[config.mk]
export PLATFORM = sky130hd
export DESIGN_NAME = button_conditioner
export DESIGN_NICKNAME = d
export VERILOG_FILES = /design/src/rtl/button_conditioner.sv
export SDC_FILE = /design/constraint.sdc
export NUM_CORES = 1
export LEC_CHECK = 0
export ABC_AREA = 0
export BUFFER_PORTS_ARGS = -buffer_cell sky130_fd_sc_hd__buf_4
export CORE_MARGIN = 1.5
export CORE_UTILIZATION = 60
export DETAILED_ROUTE_END_ITERATION = 8
export GPL_ROUTABILITY_DRIVEN = 0
export MAX_ROUTING_LAYER = met4
export PLACE_DENSITY = 0.77
export REMOVE_ABC_BUFFERS = 1
export SYNTH_ARGS = -nofsm -noshare
export SYNTH_HDL_FRONTEND = slang
export SYNTH_SLANG_ARGS = --single-unit
[constraint.sdc]
create_clock -name clk -period 4.6 [get_ports clk]
set_input_delay 0.92 -clock clk [delete_from_list [all_inputs] [get_ports clk]]
set_output_delay 0.92 -clock clk [all_outputs]
set_load 0.005 [all_outputs]
[src/rtl/button_conditioner.sv]
// Pushbutton front end: two-flop synchroniser, bounce-rejecting FSM, registered
// level plus one-cycle press/release/long-press strobes and a wrapping press count.
module button_conditioner #(
  parameter int unsigned DEBOUNCE_CYCLES = 1_000_000,
  parameter int unsigned LONG_CYCLES     = 100_000_000
) (
  input  logic       clk,
  input  logic       rst,
  input  logic       btn_raw,
  output logic       btn_level,
  output logic       press_pulse,
  output logic       release_pulse,
  output logic       long_pulse,
  output logic [7:0] press_cnt
);

  localparam int unsigned DW = $clog2(DEBOUNCE_CYCLES + 1);
  localparam int unsigned HW = $clog2(LONG_CYCLES + 1);
  localparam logic [DW-1:0] DEB_LAST  = DW'(DEBOUNCE_CYCLES - 1);
  localparam logic [HW-1:0] HOLD_LAST = HW'(LONG_CYCLES - 1);

  typedef enum logic [1:0] {
    IDLE        = 2'd0,
    ARM_PRESS   = 2'd1,
    PRESSED     = 2'd2,
    ARM_RELEASE = 2'd3
  } state_t;

  logic          sync1_q, sync2_q;
  state_t        state_q, state_d;
  logic [DW-1:0] deb_q, deb_d;
  logic [HW-1:0] hold_q, hold_d;
  logic          long_done_q, long_done_d;
  logic          level_q, level_d;
  logic          press_q, press_d;
  logic          release_q, release_d;
  logic          long_q, long_d;
  logic [7:0]    cnt_q, cnt_d;

  // Next-state and next-output computation for the debounce FSM and hold timer
  always_comb begin
    state_d     = state_q;
    deb_d       = deb_q;
    hold_d      = hold_q;
    long_done_d = long_done_q;
    level_d     = level_q;
    press_d     = 1'b0;
    release_d   = 1'b0;
    long_d      = 1'b0;
    cnt_d       = cnt_q;

    // The hold timer keeps running through a release glitch (ARM_RELEASE).
    if ((state_q == PRESSED) || (state_q == ARM_RELEASE)) begin
      if (!long_done_q && (hold_q == HOLD_LAST)) begin
        long_d      = 1'b1;
        long_done_d = 1'b1;
      end else if (!long_done_q) begin
        hold_d = hold_q + HW'(1);
      end else begin
        hold_d = hold_q;
      end
    end else begin
      hold_d = hold_q;
    end

    case (state_q)
      IDLE: begin
        level_d = 1'b0;
        if (sync2_q) begin
          state_d = ARM_PRESS;
          deb_d   = '0;
        end else begin
          state_d = IDLE;
        end
      end
      ARM_PRESS: begin
        if (!sync2_q) begin
          state_d = IDLE;
        end else if (deb_q == DEB_LAST) begin
          state_d     = PRESSED;
          level_d     = 1'b1;
          press_d     = 1'b1;
          cnt_d       = cnt_q + 8'd1;
          hold_d      = '0;
          long_done_d = 1'b0;
        end else begin
          deb_d = deb_q + DW'(1);
        end
      end
      PRESSED: begin
        level_d = 1'b1;
        if (!sync2_q) begin
          state_d = ARM_RELEASE;
          deb_d   = '0;
        end else begin
          state_d = PRESSED;
        end
      end
      ARM_RELEASE: begin
        if (sync2_q) begin
          state_d = PRESSED;
        end else if (deb_q == DEB_LAST) begin
          // An accepted release overrides a long threshold landing on the same edge.
          state_d     = IDLE;
          level_d     = 1'b0;
          release_d   = 1'b1;
          long_d      = 1'b0;
          hold_d      = '0;
          long_done_d = 1'b0;
        end else begin
          deb_d = deb_q + DW'(1);
        end
      end
      default: begin
        state_d = IDLE;
        level_d = 1'b0;
      end
    endcase
  end

  // State, synchroniser and registered outputs with synchronous reset
  always_ff @(posedge clk) begin
    if (rst) begin
      sync1_q     <= 1'b0;
      sync2_q     <= 1'b0;
      state_q     <= IDLE;
      deb_q       <= '0;
      hold_q      <= '0;
      long_done_q <= 1'b0;
      level_q     <= 1'b0;
      press_q     <= 1'b0;
      release_q   <= 1'b0;
      long_q      <= 1'b0;
      cnt_q       <= 8'd0;
    end else begin
      sync1_q     <= btn_raw;
      sync2_q     <= sync1_q;
      state_q     <= state_d;
      deb_q       <= deb_d;
      hold_q      <= hold_d;
      long_done_q <= long_done_d;
      level_q     <= level_d;
      press_q     <= press_d;
      release_q   <= release_d;
      long_q      <= long_d;
      cnt_q       <= cnt_d;
    end
  end

  assign btn_level     = level_q;
  assign press_pulse   = press_q;
  assign release_pulse = release_q;
  assign long_pulse    = long_q;
  assign press_cnt     = cnt_q;

endmodule

==> run_summary.xml <==
<?xml version="1.0" encoding="UTF-8"?>
<metrics>
  <group name="timing">
    <metric name="slew_headroom" unit="%">41.6</metric>
    <metric name="timing.fmax" unit="MHz">420</metric>
    <metric name="skew" unit="ns">0.00777</metric>
    <metric name="finalSetupTns" unit="ns">0</metric>
    <metric name="report.final.hold_viol_count" unit="">0</metric>
    <metric name="rsz0062_at_grt" unit="">no</metric>
    <metric name="fin_crit" unit="ns">2.38</metric>
    <metric name="final_setup_violation_count" unit="">0</metric>
    <metric name="timing_max_transition_violations_final" unit="">0</metric>
    <metric name="worst_pin_slew" unit="ns">0.875</metric>
    <metric name="final.period_utilization" unit="%">51.8</metric>
  </group>
  <group name="cts">
    <metric name="cts.path.max_buffers" unit="">2</metric>
    <metric name="clockRootBuffer" unit="">sky130_fd_sc_hd__clkbuf_8</metric>
    <metric name="cts_inserted_buffers" unit="">9</metric>
    <metric name="cts_tree" unit="">done</metric>
    <metric name="ctsHoldBuffers" unit="">0</metric>
    <metric name="post_cts_resized" unit="">0</metric>
    <metric name="clock_sinks" unit="">64</metric>
    <metric name="htreeDepth" unit="">3</metric>
    <metric name="cts.reportedPaths.clkPinSlew" unit="ns">0.07</metric>
    <metric name="clk-insertion-delay-late" unit="ns">0.33</metric>
    <metric name="postCtsSetupRepairBufs" unit="">0</metric>
  </group>
  <group name="die">
    <metric name="initial_utilization" unit="%">63.1</metric>
    <metric name="fp.dieW" unit="µm">76.7</metric>
    <metric name="die_area" unit="µm²">5890</metric>
    <metric name="placementRows" unit="">26</metric>
    <metric name="pin_count" unit="">15</metric>
    <metric name="dieHeight" unit="µm">76.7</metric>
    <metric name="placeableCoreArea" unit="µm²">5170</metric>
  </group>
  <group name="finish">
    <metric name="flip_flop_count_of_the_largest_register_after_layout" unit="">27</metric>
    <metric name="design_area" unit="µm²">3560</metric>
    <metric name="diodes" unit="">0</metric>
    <metric name="top_register" unit="">hold_q</metric>
    <metric name="design.final.nets" unit="">400</metric>
    <metric name="drive_gt1_share" unit="%">12.0</metric>
    <metric name="area_growth" unit="%">9.09</metric>
    <metric name="seq_area" unit="µm²">1280</metric>
    <metric name="total_area_of_multi_input_combinational_cells" unit="µm²">1870</metric>
    <metric name="n_fill_cell" unit="">428</metric>
  </group>
  <group name="synthesis">
    <metric name="synth.area.top_cells" unit="">sky130_fd_sc_hd__dfxtp_1 (39%), sky130_fd_sc_hd__xnor2_1 (4.8%), sky130_fd_sc_hd__nor2_1 (4.4%), sky130_fd_sc_hd__a21oi_1 (4.1%), sky130_fd_sc_hd__nand3_1 (3.1%)</metric>
    <metric name="synth.avg_cell_area" unit="µm²">8.56</metric>
    <metric name="main_combinational_cell_family_by_area_after_synthesis" unit="">simple AND/OR/NAND/NOR gates</metric>
    <metric name="yosysTopAreaCell" unit="">sky130_fd_sc_hd__dfxtp_1</metric>
    <metric name="post_synth_instance_area" unit="µm²">3260</metric>
    <metric name="synth-simple-area-share" unit="%">33.0</metric>
    <metric name="synth_enable_flop_cells" unit="">0</metric>
    <metric name="synthXorXnorAreaFrac" unit="%">7.25</metric>
    <metric name="yosysTopAreaCellShare" unit="%">39.3</metric>
    <metric name="synth_fa_ha_area_share" unit="%">2.69</metric>
    <metric name="share_of_flip_flops_with_an_asynchronous_set_or_reset" unit="%">0</metric>
    <metric name="yosys_most_used_dff" unit="">sky130_fd_sc_hd__dfxtp_1</metric>
    <metric name="netlist_instances" unit="">381</metric>
    <metric name="synth_compound_gate_area_share" unit="%">12.8</metric>
    <metric name="synth_warnings" unit="">0</metric>
    <metric name="synth.yosys.seq_area_share" unit="%">39.3</metric>
    <metric name="postSynthRegisterBits" unit="">64</metric>
    <metric name="synth.mux.area_fraction" unit="%">1.61</metric>
    <metric name="yosysUniqueCellTypes" unit="">58</metric>
  </group>
  <group name="critical_path">
    <metric name="worst_ep_arrival_time" unit="ns">2.57</metric>
    <metric name="critical_path.max_stage_delay" unit="ns">0.73</metric>
    <metric name="critPathMaxFanout" unit="">28</metric>
    <metric name="timing.critical_path.cells" unit="">nor4b_2 &gt; nand4_2 &gt; nor2_1 &gt; a21o_1 &gt; nor2_1</metric>
    <metric name="timing.critical_path.slowest_stage_cell" unit="">sky130_fd_sc_hd__a21o_1</metric>
    <metric name="r2r_setup_slack" unit="ns">2.22</metric>
    <metric name="worst_path_most_repeated_cell" unit="">sky130_fd_sc_hd__nor2_1</metric>
    <metric name="r2r.worst_path.cells" unit="">5</metric>
    <metric name="r2r-start" unit="">deb_q[7]</metric>
    <metric name="critPathLaunchType" unit="">flip-flop</metric>
    <metric name="required" unit="ns">4.78</metric>
    <metric name="timing_worst_setup_path_type" unit="">reg -&gt; reg</metric>
    <metric name="endpoint_kind" unit="">flip-flop</metric>
    <metric name="critical_path.reg2reg.endpoint" unit="">hold_q[0]</metric>
  </group>
  <group name="placement">
    <metric name="dp.final_hpwl" unit="µm">4630</metric>
    <metric name="placed_inst_area" unit="µm²">3360</metric>
    <metric name="buffer_ports.inserted" unit="">14</metric>
  </group>
  <group name="routing">
    <metric name="firstDrtPassIters" unit="">5</metric>
    <metric name="wl" unit="µm">6730</metric>
    <metric name="detail_route.drc_violations" unit="">0</metric>
    <metric name="routed_wire_length_per_instance" unit="µm">14.5</metric>
    <metric name="drt-vias-per-instance" unit="">6.03</metric>
    <metric name="antenna_left" unit="">0</metric>
    <metric name="dr_total_vias" unit="">2792</metric>
    <metric name="drt-initial-drc-count" unit="">184</metric>
  </group>
  <group name="power_and_ir_drop">
    <metric name="power.ir.vdd_worst" unit="V">0.000253</metric>
    <metric name="static-leakage-power" unit="nW">1.18</metric>
    <metric name="power.density" unit="nW/µm²">297</metric>
  </group>
  <group name="status">
    <metric name="outcome" unit="">finished, final reports clean</metric>
  </group>
  <group name="worst_hold_path">
    <metric name="hold-path-cell-count" unit="">1</metric>
    <metric name="min-delay-path-class" unit="">reg -&gt; reg</metric>
    <metric name="timing.hold.worst.start" unit="">sync1_q</metric>
    <metric name="worst_hold_path.endpoint" unit="">sync2_q</metric>
  </group>
  <group name="flow_run">
    <metric name="max_capacitance_violation_count" unit="">0</metric>
  </group>
  <group name="global_routing">
    <metric name="grt_pass1_wl" unit="µm">11900</metric>
    <metric name="gr-usage-all-layers" unit="%">25.8</metric>
    <metric name="grt_max_degree" unit="">29</metric>
    <metric name="first_global_vias" unit="">2559</metric>
    <metric name="globalRoute.totalOverflow" unit="">0</metric>
    <metric name="antenna_found_initial" unit="">0</metric>
  </group>
</metrics>
-- layer usage --
layer  global-route usage [%]  wire length, µm  share of wire, %
met5                        -                0                 0
met3                     6.43              258               3.8
met4                     8.89               78               1.2
met2                     37.9             3070                46
met1                     34.5             3320                49
-- report_power, final --
part	leakage [nW]	total, W	internal [W]	switching [W]
Combinational	0.565	0.0000238	0.00000635	0.0000175
Sequential	0.516	0.000559	0.000556	0.00000259
Clock	0.0973	0.000476	0.000273	0.000203
Total	1.18	0.00106	0.000835	0.000223
-- area by class of cell --
class	count	area share, %
clock buffers	11	4.25
clock inverters	3	1.20
inverters	5	0.527
multi-input cells	296	52.6
flip-flops and latches	64	36.0
well taps	70	2.46
repair buffers	14	2.95
-- cells in the final DEF (no fill, tap or decap), types with 3 or more instances in the layout --
cell type	n
sky130_fd_sc_hd__dfxtp_1	64
sky130_fd_sc_hd__o211ai_1	3
sky130_fd_sc_hd__nor4_1	9
sky130_fd_sc_hd__o21ai_1	3
sky130_fd_sc_hd__and3_1	6
sky130_fd_sc_hd__clkbuf_8	11
sky130_fd_sc_hd__mux2i_1	3
sky130_fd_sc_hd__nor4b_1	3
sky130_fd_sc_hd__buf_4	14
sky130_fd_sc_hd__inv_1	5
sky130_fd_sc_hd__o21ai_0	20
sky130_fd_sc_hd__ha_1	7
sky130_fd_sc_hd__nand2_1	26
sky130_fd_sc_hd__xor2_1	9
sky130_fd_sc_hd__and4_1	6
sky130_fd_sc_hd__nand4_1	14
sky130_fd_sc_hd__nand3_1	20
sky130_fd_sc_hd__nor2b_1	5
sky130_fd_sc_hd__o31ai_1	7
sky130_fd_sc_hd__nor3_1	14
sky130_fd_sc_hd__nor2_1	38
sky130_fd_sc_hd__or3_1	15
sky130_fd_sc_hd__or4_1	6
sky130_fd_sc_hd__a21oi_1	27
sky130_fd_sc_hd__xnor2_1	18
-- through the flow --
step / utilization [%] / total power (W) / worst slack [ns] / hold WS (ns) / std cells
after floorplan: - / 0.000585 / 2.57 / 0.414 / 365
after global placement: 65.0 / 0.000595 / 2.29 / 0.418 / 449
after detailed placement: 65.0 / 0.000595 / 2.17 / 0.438 / 449
after CTS: 68.8 / 0.00107 / 2.16 / 0.455 / 463
after global routing: 68.8 / 0.00109 / 1.99 / 0.468 / 463
final: 68.8 / 0.00106 / 2.22 / 0.444 / 463
-- how the worst max path moves through the flow --
stage                 endpoint       from  slack [ns]  depth (start not counted)
finish               hold_q[0]   deb_q[7]        2.22                          5
global route        hold_q[13]   deb_q[7]        1.99                          5
CTS                  hold_q[0]   deb_q[7]        2.16                          5
detailed placement   hold_q[0]   deb_q[7]        2.17                          5
global placement     hold_q[6]   deb_q[7]        2.29                          5
floorplan            deb_q[15]  flip-flop        2.57                          7
-- critical path, delay by kind of cell (launching register included) --
family | cells | cell delay (ns)
AND/OR/NAND/NOR | 4 | 1.12
flip-flops | 1 | 0.37
AO/OA/AOI/OAI | 1 | 0.73
-- cell usage after synthesis, types with 7 or more instances --
library cell	count
sky130_fd_sc_hd__dfxtp_1	64
sky130_fd_sc_hd__xnor2_1	18
sky130_fd_sc_hd__nor2_1	38
sky130_fd_sc_hd__nand4_1	14
sky130_fd_sc_hd__or3_1	15
sky130_fd_sc_hd__xor2_1	9
sky130_fd_sc_hd__nand2_1	26
sky130_fd_sc_hd__o21ai_0	20
sky130_fd_sc_hd__a21oi_1	27
sky130_fd_sc_hd__ha_1	7
sky130_fd_sc_hd__o31ai_1	7
sky130_fd_sc_hd__nand3_1	20
sky130_fd_sc_hd__nor3_1	14
sky130_fd_sc_hd__nor4_1	9
-- cells by family after synthesis --
logic type / after synthesis
xor+xnor: 27
compound gates: 71
fa+ha+maj: 7
flops: 64
mux: 5
buf+inv: 21
simple gates: 186
(Power assumes the default switching activity.)
